### src/rtl/regfile.sv
// Integer register file with two combinational read ports, one ex write port and a
// handshaked debug port whose writes are parked in a one-entry buffer on ex collisions.
module regfile #(
  parameter int unsigned DATA_W = 32,
  parameter int unsigned ADDR_W = 5,
  parameter int unsigned BYPASS = 1
) (
  input  logic              clk,
  input  logic              rst_n,
  input  logic [ADDR_W-1:0] reg1_raddr_i,
  input  logic [ADDR_W-1:0] reg2_raddr_i,
  output logic [DATA_W-1:0] reg1_rdata_o,
  output logic [DATA_W-1:0] reg2_rdata_o,
  input  logic [ADDR_W-1:0] rd_addr_i,
  input  logic [DATA_W-1:0] rd_data_i,
  input  logic              rd_wen_i,
  input  logic              dbg_req_i,
  input  logic              dbg_we_i,
  input  logic [ADDR_W-1:0] dbg_addr_i,
  input  logic [DATA_W-1:0] dbg_wdata_i,
  output logic              dbg_ready_o,
  output logic [DATA_W-1:0] dbg_rdata_o
);

  localparam int unsigned NumRegs = 1 << ADDR_W;

  typedef enum logic [0:0] {StIdle, StPend} state_e;

  state_e            state_q, state_d;
  logic [ADDR_W-1:0] pend_addr_q;
  logic [DATA_W-1:0] pend_data_q;
  logic [DATA_W-1:0] regs_q [NumRegs];

  logic              ex_wr;
  logic              dbg_accept;
  logic              dbg_commit;
  logic              pend_commit;
  logic              pend_load;
  logic              wr_en;
  logic [ADDR_W-1:0] wr_addr;
  logic [DATA_W-1:0] wr_data;

  assign ex_wr       = rd_wen_i & (rd_addr_i != '0);
  assign dbg_ready_o = (state_q == StIdle);
  assign dbg_accept  = dbg_req_i & dbg_ready_o;

  // Read ports: x0 is zero, optional write-through of the same-cycle ex write.
  always_comb begin
    reg1_rdata_o = regs_q[reg1_raddr_i];
    if (reg1_raddr_i == '0) begin
      reg1_rdata_o = '0;
    end else if ((BYPASS != 0) && ex_wr && (rd_addr_i == reg1_raddr_i)) begin
      reg1_rdata_o = rd_data_i;
    end
  end

  always_comb begin
    reg2_rdata_o = regs_q[reg2_raddr_i];
    if (reg2_raddr_i == '0) begin
      reg2_rdata_o = '0;
    end else if ((BYPASS != 0) && ex_wr && (rd_addr_i == reg2_raddr_i)) begin
      reg2_rdata_o = rd_data_i;
    end
  end

  always_comb begin
    dbg_rdata_o = regs_q[dbg_addr_i];
    if (dbg_addr_i == '0) begin
      dbg_rdata_o = '0;
    end else if ((BYPASS != 0) && ex_wr && (rd_addr_i == dbg_addr_i)) begin
      dbg_rdata_o = rd_data_i;
    end
  end

  always_comb begin
    state_d     = state_q;
    pend_load   = 1'b0;
    dbg_commit  = 1'b0;
    pend_commit = 1'b0;
    unique case (state_q)
      StIdle: begin
        if (dbg_accept && dbg_we_i) begin
          if (ex_wr) begin
            pend_load = 1'b1;
            state_d   = StPend;
          end else begin
            dbg_commit = 1'b1;
          end
        end
      end
      StPend: begin
        if (!ex_wr) begin
          pend_commit = 1'b1;
          state_d     = StIdle;
        end
      end
      default: state_d = StIdle;
    endcase
  end

  // Single physical write port: ex always wins, debug sources only use idle slots.
  always_comb begin
    wr_en   = 1'b0;
    wr_addr = rd_addr_i;
    wr_data = rd_data_i;
    if (ex_wr) begin
      wr_en = 1'b1;
    end else if (pend_commit) begin
      wr_en   = (pend_addr_q != '0);
      wr_addr = pend_addr_q;
      wr_data = pend_data_q;
    end else if (dbg_commit) begin
      wr_en   = (dbg_addr_i != '0);
      wr_addr = dbg_addr_i;
      wr_data = dbg_wdata_i;
    end
  end

  always_ff @(posedge clk or negedge rst_n) begin
    if (!rst_n) begin
      state_q     <= StIdle;
      pend_addr_q <= '0;
      pend_data_q <= '0;
    end else begin
      state_q <= state_d;
      if (pend_load) begin
        pend_addr_q <= dbg_addr_i;
        pend_data_q <= dbg_wdata_i;
      end
    end
  end

  always_ff @(posedge clk or negedge rst_n) begin
    if (!rst_n) begin
      for (int unsigned i = 0; i < NumRegs; i++) begin
        regs_q[i] <= '0;
      end
    end else if (wr_en) begin
      regs_q[wr_addr] <= wr_data;
    end
  end

endmodule
### config.mk
export PLATFORM = sky130hd
export DESIGN_NAME = regfile
export DESIGN_NICKNAME = d
export VERILOG_FILES = /design/src/rtl/regfile.sv
export SDC_FILE = /design/constraint.sdc
export NUM_CORES = 2
export LEC_CHECK = 0
export BUFFER_PORTS_ARGS = -buffer_cell sky130_fd_sc_hd__buf_2
export CAP_MARGIN = 20
export CORE_ASPECT_RATIO = 1.75
export CORE_UTILIZATION = 65
export CTS_BUF_LIST = sky130_fd_sc_hd__clkbuf_4 sky130_fd_sc_hd__clkbuf_8
export DETAILED_ROUTE_END_ITERATION = 10
export PLACE_DENSITY = 0.86
export RECOVER_POWER = 50
export SLEW_MARGIN = 15
export SYNTH_ARGS = -nofsm -noshare
export SYNTH_HDL_FRONTEND = slang
export SYNTH_SLANG_ARGS = --single-unit
### constraint.sdc
create_clock -name clk -period 4.72 [get_ports clk]
set_clock_uncertainty 0.1 [all_clocks]
set_input_delay 0.944 -clock clk [delete_from_list [all_inputs] [get_ports clk]]
set_output_delay 0.944 -clock clk [all_outputs]
set_load 0.02 [all_outputs]
==> results by group <==
Pwr
  – Switch share: 34.1%
  – Power Density: between 500 and 600 mW/mm2
  – Flop pwr share: 42.8%
  – Int Pwr: 25200 uW
  – Peak VDD IR: approximately 0.37 mV
  – Clock share of power: 21.9%
  – LEAKAGE: roughly 0.031 uW
  – Gate power share: a little over a third
  – Switching Power: between 10000 and 15000 uW
  – Final Power: 38300 uW

GRT
  – First-pass GRT wire length: about 350000 um
  – GRT Overall Usage: 47.2%
  – Pin count of the biggest net entering global routing: 100
  – Initial antenna violation count: 14
  – Total grt overflow: 0
  – Number of global-route vias before repair: 52900

Floorplan
  – CORE AREA: 0.102 mm2
  – Initial cell density of the core: 65.4%
  – Die area: 0.104 mm2
  – Rows: around 160
  – I/O pin count: 186
  – Die H: 425 um
  – Chip width: 244 um

Synthesis
  – Post-synth ARST share: 100%
  – Cell count after synthesis: 4626
  – Seq cells post-synth: 1062
  – Mapped Nets: 4715
  – Mapped Area: 0.0666 mm2
  – Register area share after synthesis: 39.9%
  – Synth warnings: 0
  – Post-synth EDFFs: 0
  – Syn avg cell area: 14.4 um2
  – Synth unique cells: between 60 and 70
  – Top_reg_cell synth: dfrtp_1

Critical path
  – Setup CP Type: input pin to output port
  – FF-to-FF setup slack: 710 ps
  – CP Capture Type: output port
  – Reg-to-Reg End: pend_addr_q[3]
  – R2R cell count: 4
  – Worst Path Required: 3680 ps
  – FF-to-FF Start: state_q
  – Crit path max fanout: 37
  – CP arrival: between 3000 and 4000 ps
  – CP Launch Type: input pin

Worst hold path
  – Hold EP: pend_data_q[13]
  – Min-Delay Path Depth: 2
  – Worst min-delay path category: input pin to flop
  – Hold path start: dbg_wdata_i[13]

Finish
  – Layout cells sized above 1: 53.2%
  – Most frequent cells in the layout: dfrtp_1 (1062), mux2_2 (934), mux4_2 (778), buf_4 (238), mux2i_1 (209)
  – Commonest non-fill, non-tap cell in the layout: dfrtp_1
  – Reg area: 0.0266 mm2
  – Area growth syn-to-layout: 11.7%
  – Fill cells: 5871
  – Final nets: 4890
  – Fin util: 73.1%
  – Multi-input logic area: 0.0374 mm2

Routing
  – Vias per cell: slightly above 8
  – Via count: just over 50000
  – Met3 wire length: 35500 um
  – Routed Antenna Nets: 0
  – Routed wl met2: around 110000 um
  – DR WL/cell: 38.3 um
  – Pre-Repair DR Iteration Count: 9
  – Drc violations: 0
  – Post-Route WL: approximately 240000 um
  – Number of DRC markers in iteration 0: between 7000 and 8000
  – Wl on met1: roughly 72000 um
  – Highest Signal Layer: met5

Timing
  – Fin Hold WS: 144 ps
  – Final Setup Violations: 0
  – Hold Fails Final Rpt: 0
  – Final Cycle Share: 100%
  – Post-route setup TNS: 0 ps
  – Slew HR: -112%
  – Max Freq: between 200 and 250 MHz
  – RSZ-0062 raised after global routing: false
  – Min Tclk post-route: 4720 ps
  – Worst-Margin Slew: 3190 ps
  – Pins Over Slew Limit: 299
  – Final WS setup: 1.97 ps

Flow run
  – Max-cap violations: 7

Status
  – Failing checks: max-capacitance violations, max-slew violations
  – Status: finished, violations left

Placed design
  – Final GP Congestion: 0.954
  – IO buf count: 185
  – Pre-CTS WS: -303 ps
  – HPWL after detailed placement: 150000 um

Clocking
  – Clock Latency Late Sink: around 950 ps
  – CTS H-tree depth: 4
  – Worst-path clk slew: roughly 70 ps
  – CTS tree: built
  – Cts bufs inserted: 157
  – Num Clock Sinks: 1062
  – Hold_buf cts: 0
  – Clock Tree Buf Depth: 3
  – Root buffer cell: clkbuf_8
==> how the worst max path moves through the flow <==
stage,from,endpoint
finish,dbg_addr_i[0],dbg_rdata_o[11]
global route,rd_addr_i[1],reg2_rdata_o[22]
CTS,reg2_raddr_i[2],reg2_rdata_o[22]
detailed placement,reg1_raddr_i[0],reg1_rdata_o[3]
global placement,reg1_raddr_i[0],reg1_rdata_o[3]
floorplan,reg1_raddr_i[2],reg1_rdata_o[3]
==> kinds of logic (layout without fill, tap and decap cells) <==
| family | count (synthesis) | after routing | synth area share, % |
|---|---|---|---|
| AOI/OAI and AO/OA | 519 | 519 | 5.30 |
| xor gates and xnor gates | 15 | 15 | 0.197 |
| buffers and inverters | 561 | 860 | 4.20 |
| DFF | 1062 | 1062 | 39.9 |
| muxes | 2020 | 2020 | 46.9 |
| other | 0 | 7 | 0 |
| and+or+nand+nor | 449 | 449 | 3.46 |
==> routing by layer <==
layer / GRT usage [%] / vias to the layer above
li1: - / 18700
met1: 54.3 / 25700
met2: 68.4 / 5133
met3: 18.5 / 1873
met4: 42.4 / 14
met5: 0 / -
==> stage by stage <==
stage / area [um2] / std cells
final: 74400 / 6266
after global routing: 74400 / 6261
after CTS: 74500 / 6256
after detailed placement: 71000 / 5973
after global placement: 71000 / 5968
after floorplan: 66600 / 4626
==> registers in the layout, indices dropped and copies added (netlist names) <==
register / count
regs_q: 1024
pend_data_q: 32
pend_addr_q: 5
state_q: 1
==> cells in the mapped netlist, types with 8 or more instances <==
library cell / n / area, um2
dfrtp_1: 1062 / 26600
mux2_2: 934 / 10500
mux4_2: 778 / 17500
clkbuf_1: 306 / 1150
mux2i_1: 209 / 2090
nand2_1: 157 / 589
a21oi_1: 133 / 666
mux2_1: 99 / 1110
nor2_1: 96 / 360
buf_2: 83 / 415
o22ai_1: 70 / 438
buf_4: 59 / 443
o21ai_0: 58 / 290
nor2b_1: 57 / 357
a211oi_1: 56 / 420
a22oi_1: 52 / 390
buf_1: 49 / 184
buf_6: 49 / 552
a221oi_1: 47 / 412
nand3_1: 37 / 185
nor2_4: 24 / 270
and3_1: 23 / 144
a211o_1: 20 / 175
a221o_1: 19 / 190
a31oi_1: 13 / 81.3
nor3_1: 13 / 65.1
inv_1: 12 / 45.0
a32oi_1: 10 / 87.6
xor2_1: 10 / 87.6
o221ai_1: 9 / 78.8
and2_1: 8 / 50.1
==> worst max-delay path: stages <==
cell and delay, ps:
buf_12 310, buf_12 260, buf_4 170, mux2i_1 90, a221oi_1 430, o21ai_0 180, nand2_1 190, a22oi_1 120
a21oi_1 550, buf_2 290
==> repair_timing <==
action                                  4_1_cts  5_1_grt
buffers inserted                              0        2
endpoints found under the hold margin         0        0
pin swaps                                     0        1
gates resized for setup                       3        6
endpoints found under the setup margin        2        8
==> area by class of cell <==
class | instances | share of cell area, %
Timing Repair Buffer | 562 | 6.97
Clock buffer | 249 | 4.17
Sequential cell | 1062 | 35.7
Antenna cell | 7 | 0.0235
Tap cell | 1334 | 2.24
Inverter | 15 | 0.0875
Clock inverter | 34 | 0.464
Multi-Input combinational cell | 3003 | 50.3
==> power by group through the flow <==
stage	Clock, uW	Combinational [uW]	Sequential (uW)
final	8390	13500	16400
after global routing	8720	14100	16700
after CTS	8320	13300	16100
after detailed placement	0	13100	16200
after global placement	0	12600	15700
after floorplan	0	10200	14900
(Power assumes the default switching activity.)
